[config.mk]
export PLATFORM = sky130hd
export DESIGN_NAME = ddr3_init_seq
export DESIGN_NICKNAME = d
export VERILOG_FILES = /design/src/rtl/ddr3_init_seq.sv
export SDC_FILE = /design/constraint.sdc
export NUM_CORES = 1
export LEC_CHECK = 0
export CAP_MARGIN = 20
export CORE_MARGIN = 2
export CORE_UTILIZATION = 60
export DETAILED_ROUTE_END_ITERATION = 6
export PLACE_DENSITY_LB_ADDON = 0.15
export SYNTH_ARGS = -nofsm -noshare
export SYNTH_HDL_FRONTEND = slang
export SYNTH_SLANG_ARGS = --single-unit
[constraint.sdc]
create_clock -name ck -period 6.2 [get_ports ck]
set_input_delay 0.62 -clock ck [delete_from_list [all_inputs] [get_ports ck]]
set_output_delay 0.62 -clock ck [all_outputs]
set_load 0.01 [all_outputs]
[src/rtl/ddr3_init_seq.sv]
// ddr3_init_seq
// DDR3 power-up / initialization sequencer. Walks the SDRAM through reset
// hold, CKE wait, tXPR, the MR2/MR3/MR1/MR0 loads, ZQCL and tZQINIT. It then
// raises init_done and leaves NOPs on the bus. A request while done re-runs
// the whole bring-up.
//
// Ports
//   ck         : clock, all state changes on the rising edge
//   rst_n      : asynchronous active-low reset
//   init_req   : re-initialization request, honoured only while init_done=1
//   mem_rst_n  : DDR3 RESET#
//   mem_cke    : DDR3 CKE
//   mem_cs_n   : per-rank chip selects (all ranks are commanded together)
//   mem_ras_n, mem_cas_n, mem_we_n : command pins
//   mem_ba     : bank address (mode register index during MRS)
//   mem_addr   : address (mode register value during MRS, A10=1 for ZQCL)
//   mem_odt    : per-rank ODT, held low throughout initialization
//   init_done  : sequence complete, bus released to the controller
module ddr3_init_seq #(
  parameter int                   ADDR_BITS = 14,
  parameter int                   BA_BITS   = 3,
  parameter int                   RANKS     = 1,
  parameter int                   T_RESET   = 213208,
  parameter int                   T_CKE     = 533049,
  parameter int                   T_XPR     = 128,
  parameter int                   T_MRD     = 4,
  parameter int                   T_MOD     = 12,
  parameter int                   T_ZQINIT  = 512,
  parameter logic [ADDR_BITS-1:0] MR0       = '0,
  parameter logic [ADDR_BITS-1:0] MR1       = '0,
  parameter logic [ADDR_BITS-1:0] MR2       = '0,
  parameter logic [ADDR_BITS-1:0] MR3       = '0
) (
  input  logic                 ck,
  input  logic                 rst_n,
  input  logic                 init_req,
  output logic                 mem_rst_n,
  output logic                 mem_cke,
  output logic [RANKS-1:0]     mem_cs_n,
  output logic                 mem_ras_n,
  output logic                 mem_cas_n,
  output logic                 mem_we_n,
  output logic [BA_BITS-1:0]   mem_ba,
  output logic [ADDR_BITS-1:0] mem_addr,
  output logic [RANKS-1:0]     mem_odt,
  output logic                 init_done
);

  function automatic int max2(input int a, input int b);
    return (a > b) ? a : b;
  endfunction

  localparam int T_MAX = max2(max2(max2(T_RESET, T_CKE), max2(T_XPR, T_MRD)),
                              max2(T_MOD, T_ZQINIT));
  localparam int CNT_W = $clog2(T_MAX + 1);

  // The counter holds "edges remaining minus one", so an interval of 1 expires
  // on the very next edge and the transition edge is exactly T cycles after entry.
  localparam logic [CNT_W-1:0] LD_RESET  = CNT_W'(T_RESET - 1);
  localparam logic [CNT_W-1:0] LD_CKE    = CNT_W'(T_CKE - 1);
  localparam logic [CNT_W-1:0] LD_XPR    = CNT_W'(T_XPR - 1);
  localparam logic [CNT_W-1:0] LD_MRD    = CNT_W'(T_MRD - 1);
  localparam logic [CNT_W-1:0] LD_MOD    = CNT_W'(T_MOD - 1);
  localparam logic [CNT_W-1:0] LD_ZQINIT = CNT_W'(T_ZQINIT - 1);

  typedef enum logic [2:0] {
    ST_RESET_HOLD, ST_CKE_WAIT, ST_XPR, ST_MRS, ST_MOD, ST_ZQ, ST_DONE
  } state_t;

  typedef enum logic [1:0] {CMD_NOP, CMD_MRS, CMD_ZQCL} cmd_t;

  typedef struct packed {
    logic                 rst_n;
    logic                 cke;
    logic                 cs_n;
    logic                 ras_n;
    logic                 cas_n;
    logic                 we_n;
    logic [BA_BITS-1:0]   ba;
    logic [ADDR_BITS-1:0] addr;
    logic                 done;
  } pins_t;

  localparam pins_t PINS_RESET = '{rst_n: 1'b0, cke: 1'b0, cs_n: 1'b1,
                                   ras_n: 1'b1, cas_n: 1'b1, we_n: 1'b1,
                                   ba: '0, addr: '0, done: 1'b0};
  localparam pins_t PINS_NOP   = '{rst_n: 1'b1, cke: 1'b1, cs_n: 1'b0,
                                   ras_n: 1'b1, cas_n: 1'b1, we_n: 1'b1,
                                   ba: '0, addr: '0, done: 1'b0};

  state_t           state_q, state_d;
  logic [CNT_W-1:0] cnt_q, cnt_d;
  logic [1:0]       step_q, step_d;   // 0..3 -> MR2, MR3, MR1, MR0
  pins_t            pins_q, pins_d;
  cmd_t             cmd;
  logic             expire;

  assign expire = (cnt_q == '0);

  // NOTE: every variable written here gets a default first, so no path leaves
  // a value unassigned and no latch is inferred.
  always_comb begin
    state_d = state_q;
    step_d  = step_q;
    cmd     = CMD_NOP;
    cnt_d   = expire ? cnt_q : cnt_q - CNT_W'(1);

    unique case (state_q)
      ST_RESET_HOLD: if (expire) begin
        state_d = ST_CKE_WAIT;
        cnt_d   = LD_CKE;
      end
      ST_CKE_WAIT: if (expire) begin
        state_d = ST_XPR;
        cnt_d   = LD_XPR;
      end
      ST_XPR: if (expire) begin
        state_d = ST_MRS;
        step_d  = 2'd0;
        cnt_d   = LD_MRD;
        cmd     = CMD_MRS;
      end
      // MR0 is issued on the edge that enters MOD, because tMOD is measured
      // from the MR0 edge rather than from the end of a tMRD window.
      ST_MRS: if (expire) begin
        step_d = step_q + 2'd1;
        cmd    = CMD_MRS;
        if (step_q == 2'd2) begin
          state_d = ST_MOD;
          cnt_d   = LD_MOD;
        end else begin
          cnt_d   = LD_MRD;
        end
      end
      ST_MOD: if (expire) begin
        state_d = ST_ZQ;
        cnt_d   = LD_ZQINIT;
        cmd     = CMD_ZQCL;
      end
      ST_ZQ: if (expire) begin
        state_d = ST_DONE;
      end
      ST_DONE: if (init_req) begin
        state_d = ST_RESET_HOLD;
        cnt_d   = LD_RESET;
      end
      default: begin
        state_d = ST_RESET_HOLD;
        cnt_d   = LD_RESET;
      end
    endcase

    // Pin levels follow the state being entered; a command overrides the NOP
    // for the single entry edge only.
    pins_d = PINS_NOP;
    unique case (state_d)
      ST_RESET_HOLD: pins_d = PINS_RESET;
      ST_CKE_WAIT: begin
        pins_d       = PINS_RESET;
        pins_d.rst_n = 1'b1;
      end
      ST_DONE:       pins_d.done = 1'b1;
      default:       ;
    endcase

    unique case (cmd)
      CMD_MRS: begin
        pins_d.ras_n = 1'b0;
        pins_d.cas_n = 1'b0;
        pins_d.we_n  = 1'b0;
        unique case (step_d)
          2'd0:    begin pins_d.ba = BA_BITS'(2); pins_d.addr = MR2; end
          2'd1:    begin pins_d.ba = BA_BITS'(3); pins_d.addr = MR3; end
          2'd2:    begin pins_d.ba = BA_BITS'(1); pins_d.addr = MR1; end
          default: begin pins_d.ba = BA_BITS'(0); pins_d.addr = MR0; end
        endcase
      end
      CMD_ZQCL: begin
        pins_d.we_n     = 1'b0;
        pins_d.addr[10] = 1'b1;
      end
      default: ;
    endcase
  end

  // NOTE: sequential state uses non-blocking assignments so every register
  // samples the pre-edge values, independent of statement order.
  always_ff @(posedge ck or negedge rst_n) begin
    if (!rst_n) begin
      state_q <= ST_RESET_HOLD;
      cnt_q   <= LD_RESET;
      step_q  <= 2'd0;
      pins_q  <= PINS_RESET;
    end else begin
      state_q <= state_d;
      cnt_q   <= cnt_d;
      step_q  <= step_d;
      pins_q  <= pins_d;
    end
  end

  assign mem_rst_n = pins_q.rst_n;
  assign mem_cke   = pins_q.cke;
  assign mem_cs_n  = {RANKS{pins_q.cs_n}};
  assign mem_ras_n = pins_q.ras_n;
  assign mem_cas_n = pins_q.cas_n;
  assign mem_we_n  = pins_q.we_n;
  assign mem_ba    = pins_q.ba;
  assign mem_addr  = pins_q.addr;
  assign mem_odt   = '0;
  assign init_done = pins_q.done;

endmodule

==> impl_metrics.py <==
metrics = {
    "outcome": {
        "status": "finished clean",
    },
    "yosys": {
        "syn_area_per_cell_sq_um": 9.373,
        "syn_inst": 236,
        "synth.yosys.seq_area_share": 0.3914,
        "yosysWarnings": 0,
        "synth_area_leader_cell": "dfrtp_1",
        "synth_flop_cell": "dfrtp_1",
        "syn-cell-area_sq_um": 2212,
        "synth_top_area_share": 0.2489,
        "synth_edf_count": 0,
        "synthTopCellsByArea": "dfrtp_1 25%, dfstp_2 14%, ha_1 6.2%",
        "async_flop_share": 1.000,
        "synth_seq_cells": 34,
        "yosysUniqueCellTypes": 51,
    },
    "sta": {
        "setup_viol": 0,
        "slew_viol_final": 0,
        "skew_ns": 0.003848,
        "hold_viol": 0,
        "tns_ns": 0,
        "fin_crit_ns": 3.392,
        "max_freq_mhz": 294.8,
        "max_slew.worst_pin.slew_ns": 0.6983,
        "maxSlewHeadroom": 0.5345,
        "rsz0062_at_grt": "no",
        "period_share": 0.5470,
    },
    "detailed_routing": {
        "wl_um": 4278,
        "wire_per_inst_um": 14.65,
        "drc_errors": 0,
        "vias_per_cell": 5.627,
        "first_pass_iters": 4,
        "drtIter0Drc": 116,
        "drt.antenna.violating_nets": 0,
        "vias": 1643,
    },
    "worst_setup_path": {
        "cpPeakStageDelay_ns": 0.58,
        "critPathTopFamily": "simple AND/OR/NAND/NOR gates",
        "worst-path-max-fanout": 18,
        "critPathKind": "flop to flop",
        "cp-start-kind": "flop",
        "path_buf_inv": 1,
        "cp.required_ns": 6.37,
        "cpMaxStageDelayCell": "and2_1",
        "worstPathCellList": "or4_4 -> and4bb_1 -> and2_1 -> inv_6 -> ha_1 -> nand2_1 -> o21ai_0 -> o21a_1 -> ha_1 -> and2_1",
        "rrSetupSlack_ns": 2.81,
        "r2r_start": "cnt_q[15]",
        "worst-r2r-cell-count": 10,
        "r2r-end": "mem_ba[0]",
        "end_kind": "flop",
        "cp.arrival_ns": 3.57,
    },
    "min_path": {
        "hp-class": "flop to flop",
        "hold-path-endpoint": "cnt_q[8]",
        "hold-path-cell-count": 1,
        "hold_start": "cnt_q[8]",
    },
    "floorplan": {
        "ios": 28,
        "dieArea_sq_um": 4189,
        "initial_core_util": 0.6135,
        "core_area_sq_um": 3606,
        "die_w_um": 64.72,
        "num_rows": 22,
        "fp.dieH_um": 64.72,
    },
    "global_routing": {
        "antenna_found_initial": 0,
        "grt_pass1_vias": 1550,
        "grt_max_degree": 35,
        "overflow": 0,
        "grt_pass1_wl_um": 7548,
        "grt_util_all_layers": 0.2366,
    },
    "clock_tree": {
        "post_cts_resized": 0,
        "clk_latency_ns": 0.28,
        "cts_tree": "yes",
        "hold_buffers": 0,
        "root_buffer": "clkbuf_8",
        "clockBufferDepth": 2,
        "cts_setup_buffers": 0,
        "clock_sink_count": 34,
        "cts_made_buffers": 5,
        "clk_pin_slew_ns": 0.06,
        "cts-htree-levels": 2,
    },
    "pwr": {
        "irDropWorstVdd_mv": 0.1492,
        "p_leak_nw": 0.9552,
        "power.density_nw_per_um2": 171.0,
    },
    "layout": {
        "areaGrowthSynthToFinish_pct": 6.618,
        "insertedDiodeCount": 0,
        "drive_gt1_frac": 0.1393,
        "final_util": 0.6541,
        "final_nets": 257,
    },
    "place": {
        "gp_congestion": 0.9182,
        "hpwl_um": 3069,
        "port_buffers": 12,
    },
    "job": {
        "drv_cap": 0,
    },
}
==> cell type report <==
type	count	area, sq um
clock inverters	1	5.005
well taps	48	60.06
clock buffers	7	86.33
repair buffers	13	127.6
multi-input cells	176	1160
flip-flops and latches	34	865.8
fillers	316	1247
inverters	13	53.80
==> stage by stage <==
step / total power, mW / hold slack (ns) / cells / worst slack [ns] / area, sq um
floorplan: 0.2441 / 0.3244 / 250 / 3.332 / 2265
global placement: 0.2445 / 0.4722 / 284 / 2.900 / 2267
detailed placement: 0.2446 / 0.4751 / 284 / 2.819 / 2267
CTS: 0.4101 / 0.4843 / 292 / 2.817 / 2359
global route: 0.4224 / 0.5320 / 292 / 2.565 / 2359
finish: 0.4033 / 0.4823 / 292 / 2.808 / 2359
==> cell families (layout without fill, tap and decap cells) <==
family	count (synthesis)	in the layout	synth area share
other	1	15	0.001695
adders and majority gates	11	11	0.06222
muxes	3	3	0.01414
DFF	34	34	0.3914
xor gates and xnor gates	14	14	0.05543
AOI/OAI and AO/OA	55	55	0.1697
buffers and inverters	40	34	0.1080
and+or+nand+nor	78	78	0.1974
==> routing by layer <==
| layer | track usage | vias up | share of wire |
|---|---|---|---|
| li1 | - | 807 | - |
| met4 | 0.07181 | 0 | 0.0049 |
| met3 | 0.05382 | 2 | 0.042 |
| met2 | 0.3402 | 39 | 0.45 |
| met5 | 0 | - | 0 |
| met1 | 0.3545 | 795 | 0.51 |
==> layout by cell type (no fill, tap or decap), drive strengths merged, types with 2 or more instances in the layout <==
master         count
nor2              25
dfrtp             22
o21ai             17
conb              15
nand2             14
a21oi             14
xnor2             13
inv               13
dfstp             12
clkdlybuf4s50     12
nor3              11
ha                11
clkbuf             7
nand3              6
nor4               5
a2111oi            4
a211oi             4
and2               3
a221oi             3
or3                3
nor2b              2
nand2b             2
mux2i              2
o21a               2
nand3b             2
o22ai              2
o2bb2ai            2
or4                2
==> how the worst max path moves through the flow <==
| stage | startpoint | to | slack [ns] | cells after the start |
|---|---|---|---|---|
| after CTS | cnt_q[15] | mem_ba[0] | 2.82 | 10 |
| after global placement | cnt_q[15] | mem_ba[0] | 2.90 | 10 |
| after detailed placement | cnt_q[15] | mem_ba[0] | 2.82 | 10 |
| after floorplan | cnt_q[15] | mem_ba[0] | 3.33 | 13 |
| final | cnt_q[15] | mem_ba[0] | 2.81 | 10 |
| after global routing | cnt_q[3] | mem_ba[1] | 2.57 | 12 |
==> report_power, final <==
part / internal (mW) / switching (mW) / leakage [nW] / total (mW)
sequential: 0.224 / 0.00160 / 0.408 / 0.226
clock: 0.0894 / 0.0732 / 0.0482 / 0.163
combinational: 0.00385 / 0.0108 / 0.499 / 0.0147
total: 0.318 / 0.0856 / 0.955 / 0.403
==> synth_stat cells (all sizes together), types with 2 or more instances <==
master / count
nand3b: 2
a211oi: 4
a2111oi: 4
or4: 2
nand3: 6
or3: 3
a21oi: 14
nor2: 25
o2bb2ai: 2
dfrtp: 22
and2: 3
o21ai: 17
buf: 22
xnor2: 13
inv: 13
mux2i: 2
nand2: 14
o21a: 2
ha: 11
nor4: 5
nand2b: 2
nor2b: 2
o22ai: 2
dfstp: 12
a221oi: 3
nor3: 11
clkbuf: 5
==> sequential cells by signal (all words and copies together), names as in the netlist <==
register / flops
mem_ba: 2
mem_rst_n: 1
mem_cke: 1
state_q: 3
mem_cs_n: 1
cnt_q: 20
init_done: 1
mem_cas_n: 1
mem_addr: 1
step_q: 2
mem_we_n: 1
(Power assumes the default switching activity.)
==> edit 1, RTL diff (config.mk and constraints unchanged) <==
The parameter `T_XPR` goes from 128 to 64.
--- a/src/rtl/ddr3_init_seq.sv
+++ b/src/rtl/ddr3_init_seq.sv
@@ -23,5 +23,5 @@
   parameter int                   T_RESET   = 213208,
   parameter int                   T_CKE     = 533049,
-  parameter int                   T_XPR     = 128,
+  parameter int                   T_XPR     = 64,
   parameter int                   T_MRD     = 4,
   parameter int                   T_MOD     = 12,
Behaviour: same outputs for any inputs over 10 cycles, from zero or initial values and one cycle with rst_n low; that may be too few to reach the edited logic, so the function may still have changed.
==> edit 1 against the original RTL <==
- sequential cell count stayed put
- non-clock buffer count grew 2
- core utilization is 4.4 points higher
- setup slack better by 0.47 ns
- die area is 0.63% lower
- area after synthesis fell by 0.68%
- count of clock-buffer cells in the layout is 2 lower
- maximum frequency grew 16%
- cell count grew 1.7%
- final area grew 1.1%
- routed wire length increased by 4.6%
- first-iteration DRC count is 5.2% higher
Power is not compared: it rests on default switching activity, and its combinational part moved more than twofold at a synthesized area within 25%.
==> edit 1: results (changes against the original RTL) <==
Min path
  • Hold endpoint: cnt_q[17]$_DFF_PN1_
  • Hold Crit Depth: 2 (+1)
  • Hold Path Origin: cnt_q[17]$_DFF_PN1_

Finish
  • Share of layout cells above drive strength 1: 14.7% (+0.81 points)
  • Fillers: 290 (-8.2%)
  • Final nets: 264 (+2.7%)
  • FF+latch area: 866 um2 (unchanged)
  • Diode count: 0 (unchanged)

Placed design
  • DP Cell Count: 288 (+1.4%)
  • Pre-CTS setup slack: 3.13 ns (+0.313 ns)
  • HPWL after DPL: 3050 um (-0.68%)
  • Placer Congestion: 0.873 (-4.9%)
  • Post-DP Area: 2270 um2 (+0.11%)

Global route
  • Vias in the first global route: 1,632 (+5.3%)
  • Overflow after GRT: 0 (unchanged)
  • Initial antenna violation count: 0 (unchanged)
  • Total track usage: 23.7% (+0.090 points)
  • First-pass GRT wire length: 7600 um (+0.73%)

Synth
  • Sequential area share after synthesis: 39.4% (+0.27 points)
  • Top cells by count, synth: 23 x nand2_1, 22 x dfrtp_1, 21 x nor2_1
  • Yosys warns: 0 (unchanged)
  • Synth unique cells: 55 (+7.8%)
  • Dominant cells by area after synthesis: dfrtp_1 25%, dfstp_2 14%, ha_1 6.3%
  • Post-synthesis average cell area: 9.15 um2 (-2.3%)

Timing
  • Final worst path period share: 47.1% (-7.6 points)
  • Fin Hold WS: 0.530 ns (+0.0476 ns)
  • Layout Skew: 0.00525 ns (+0.00140 ns)
  • Worst-Margin Slew: 0.755 ns (+0.0568 ns)

Critical path
  • Worst-path fanout max: 10 (-8)
  • CP arrival: 3.17 ns (-0.40 ns)
  • Critical Path Start: cnt_q[15]$_DFF_PN0_
  • Worst r2r path cells: 9 (-1)
  • WS Path Type: reg -> reg
  • Largest stage delay, worst path: 0.48 ns (-0.10 ns)
  • Reg2reg setup slack: 3.28 ns (+0.47 ns)
  • Slowest stage cell on the critical path: dfrtp_1
  • CP top delay family: simple AND/OR/NAND/NOR gates

Drt
  • Vias: 1,755 (+6.8%)
  • Vias/cell: 5.91 (+5.0%)
  • DR iter-0 viols: 122 (+5.2%)
  • Drt first pass iters: 4 (unchanged)
  • Drt total wl: 4470 um (+4.6%)

Clock network
  • H-tree Lvls: 2 (unchanged)
  • Clock Pin Slew Worst Setup and Hold Paths: 0.11 ns (+0.05 ns)
  • Post-CTS resize count: 0 (unchanged)
  • CTS max path bufs: 2 (unchanged)
  • Skew-Pair Late Insertion Delay: 0.35 ns (+0.07 ns)
  • Root Driver: clkbuf_4
  • Post-CTS Repair Setup Buffers: 0 (unchanged)
  • Total CTS buffers: 5 (unchanged)

Run status
  • Run status: completed

Flow run
  • Max-cap viol count: 0 (unchanged)

Floorplan
  • Cell row count: 21 (-4.5%)

Power
  • Peak supply drop: about 260 uV
edit 1: changes by cell type after synthesis, sizes merged, moves of 3 or more:
cell	before	now
clkbuf	5	8
nand3	6	9
nor2	25	22
a2111oi	4	1
xnor2	13	4
nor3	11	7
buf	22	18
a31oi	0	3
nand2	14	23
edit 1: power by group through the flow:
stage / Sequential (mW) / Clock, mW / Combinational (mW)
6_report: 0.319 / 0.210 / 0.198
3_3_place_gp: 0.321 / 0 / 0.188
3_5_place_dp: 0.323 / 0 / 0.191
5_1_grt: 0.326 / 0.223 / 0.220
4_1_cts: 0.318 / 0.214 / 0.195
2_1_floorplan: 0.314 / 0 / 0.159
edit 1: cells by family (layout without fill, tap and decap cells):
| kind of cell | Yosys count | count (layout) | synth area share [%] |
|---|---|---|---|
| AND/OR/NAND/NOR | 94 | 94 | 24.5 |
| AO/OA/AOI/OAI | 54 | 54 | 16.2 |
| buffers and inverters | 37 | 34 | 9.74 |
| flip-flops | 34 | 34 | 39.4 |
| adder cells (fa/ha/maj) | 11 | 11 | 6.26 |
| XOR/XNOR | 7 | 7 | 2.79 |
| multiplexers | 2 | 2 | 0.968 |
| other | 1 | 15 | 0.171 |
edit 1: routing by layer:
| metal | track usage [%] | vias up | share of wire [%] |
|---|---|---|---|
| met5 | 0 | - | 0 |
| met2 | 37.8 | 67 | 46 |
| met3 | 4.17 | 9 | 6.1 |
| met4 | 9.57 | 0 | 2.0 |
| met1 | 32.3 | 834 | 46 |
| li1 | - | 845 | - |
edit 1: area by class of cell:
| class | count | area share (%) |
|---|---|---|
| well taps | 46 | 2.41 |
| clock buffers | 5 | 1.57 |
| clock inverters | 3 | 2.89 |
| inverters | 11 | 1.73 |
| flip-flops and latches | 34 | 36.3 |
| multi-input cells | 183 | 49.1 |
| repair buffers | 15 | 5.98 |
==> edit 2, RTL diff (same flow settings) <==
Without the edit above. Make the reset (`rst_n`) synchronous in one clocked block. Comments in the files are not updated.
--- a/src/rtl/ddr3_init_seq.sv
+++ b/src/rtl/ddr3_init_seq.sv
@@ -186,5 +186,5 @@
   // NOTE: sequential state uses non-blocking assignments so every register
   // samples the pre-edge values, independent of statement order.
-  always_ff @(posedge ck or negedge rst_n) begin
+  always_ff @(posedge ck) begin
     if (!rst_n) begin
       state_q <= ST_RESET_HOLD;
Behaviour: no difference found for any inputs over 10 cycles, from zero or initial values and one cycle with rst_n low; that may be too few to reach the edited logic, so the function may still have changed.
==> edit 2 against the original RTL <==
- critical endpoint is now mem_ba[1]$_SDFF_PN0_
- setup slack better by 0.20 ns
- final area down 11%
- first-iteration DRC count down 35%
- area after synthesis down 11%
- sequential cell count unchanged
- highest routed layer unchanged
- routed wire length down 6.2%
- total power down 8.7%
- largest cell class unchanged
==> edit 2: results (changes against the original RTL) <==
Run status
  • Run status: completed

Power
  • P_sw: 0.0910 mW (+6.3%)
  • Sw Share: 24.7% (+3.5 points)
  • Peak supply drop: 150 uV (+0.75%)
  • Clk pwr share: 36.4% (-3.9 points)

Synth
  • Synth Area in XOR/XNOR: 6.22% (+0.68 points)
  • Adder-cell share of the synthesized area: 6.98% (+0.76 points)
  • Top cells by count, synth: 34 x dfxtp_1, 27 x nor2_1, 18 x nand2_1
  • Async set-reset flop share out of synthesis: 0% (-100 points)
  • Ys flop type: dfxtp_1
  • Synth unique cells: 43 (-16%)
  • Synthesized instance count: 243 (+3.0%)
  • Post-synthesis mux area share: 1.52% (+0.11 points)
  • Dominant cells by area after synthesis: dfxtp_1 35%, ha_1 7.0%, buf_4 6.5%

Finish
  • Finished Cell Area: 2100 um2 (-11%)
  • Fraction of area in multi-input gates: 53.6% (+4.4 points)
  • FF+latch count: 34 (unchanged)
  • Inverters: 14 (+1)
  • Multi-Input Combinational: 182 (+3.4%)
  • Seq area share: 32.5% (-4.2 points)
  • Buffers outside the clock class: 12 (-1)
  • Fillers: 278 (-12%)

Critical path
  • Reg-to-Reg End: mem_ba[1]$_SDFF_PN0_
  • Largest stage delay, worst path: 0.71 ns (+0.13 ns)
  • Worst r2r path cells: 12 (+2)
  • Worst-path fanout max: 9 (-9)
  • Reg2reg setup slack: 3.01 ns (+0.20 ns)
  • RR Startpoint: cnt_q[15]$_SDFF_PN0_
  • Critical Path Start: cnt_q[15]$_SDFF_PN0_
  • Slowest stage cell on the critical path: nor4_1

Drt
  • Drt total wl: 4010 um (-6.2%)
  • Vias: 1,634 (-0.55%)
  • Vias/cell: 5.56 (-1.2%)

Min path
  • Hold Path Origin: cnt_q[14]$_SDFF_PN1_
  • Hold endpoint: cnt_q[14]$_SDFF_PN1_

Placed design
  • Pre-CTS setup slack: 3.07 ns (+0.250 ns)
  • Placer Congestion: 0.878 (-4.4%)
  • HPWL after DPL: 2880 um (-6.1%)
  • Post-DP Area: 2030 um2 (-10%)

Floorplan
  • Core Area: 3080 um2 (-15%)
  • Initial Utilization: 64.1% (+2.7 points)

Timing
  • Layout Skew: 0.0123 ns (+0.00846 ns)

Global route
  • Largest net degree at the start of global routing: 22 (-37%)
  • Total track usage: 25.1% (+1.4 points)

Clock network
  • Clock Pin Slew Worst Setup and Hold Paths: 0.10 ns (+0.04 ns)
## edit 2: cell count changes in the layout (fill, tap and decap cells not counted), moves of 7 or more
cell     before  now
dfxtp_1       0   34
o21ai_0      11    4
dfrtp_1      22    0
dfstp_2      12    0
## edit 2: how the worst max path moves through the flow
stage | endpoint | slack (ns) | depth (start not counted)
2_1_floorplan | mem_ba[1]$_SDFF_PN0_ | 3.52 | 14
4_1_cts | mem_ba[1]$_SDFF_PN0_ | 3.04 | 12
3_3_place_gp | mem_ba[1]$_SDFF_PN0_ | 3.20 | 12
3_5_place_dp | mem_ba[1]$_SDFF_PN0_ | 3.07 | 12
5_1_grt | mem_ba[1]$_SDFF_PN0_ | 2.69 | 12
6_report | mem_ba[1]$_SDFF_PN0_ | 3.01 | 12
## edit 2: metal layers
layer,track usage [%],vias to the layer above,share of wire [%]
met3,10.9,9,6.7
met1,33.1,753,47
met5,0,-,0
li1,-,826,-
met4,7.45,0,1.6
met2,37.2,46,44
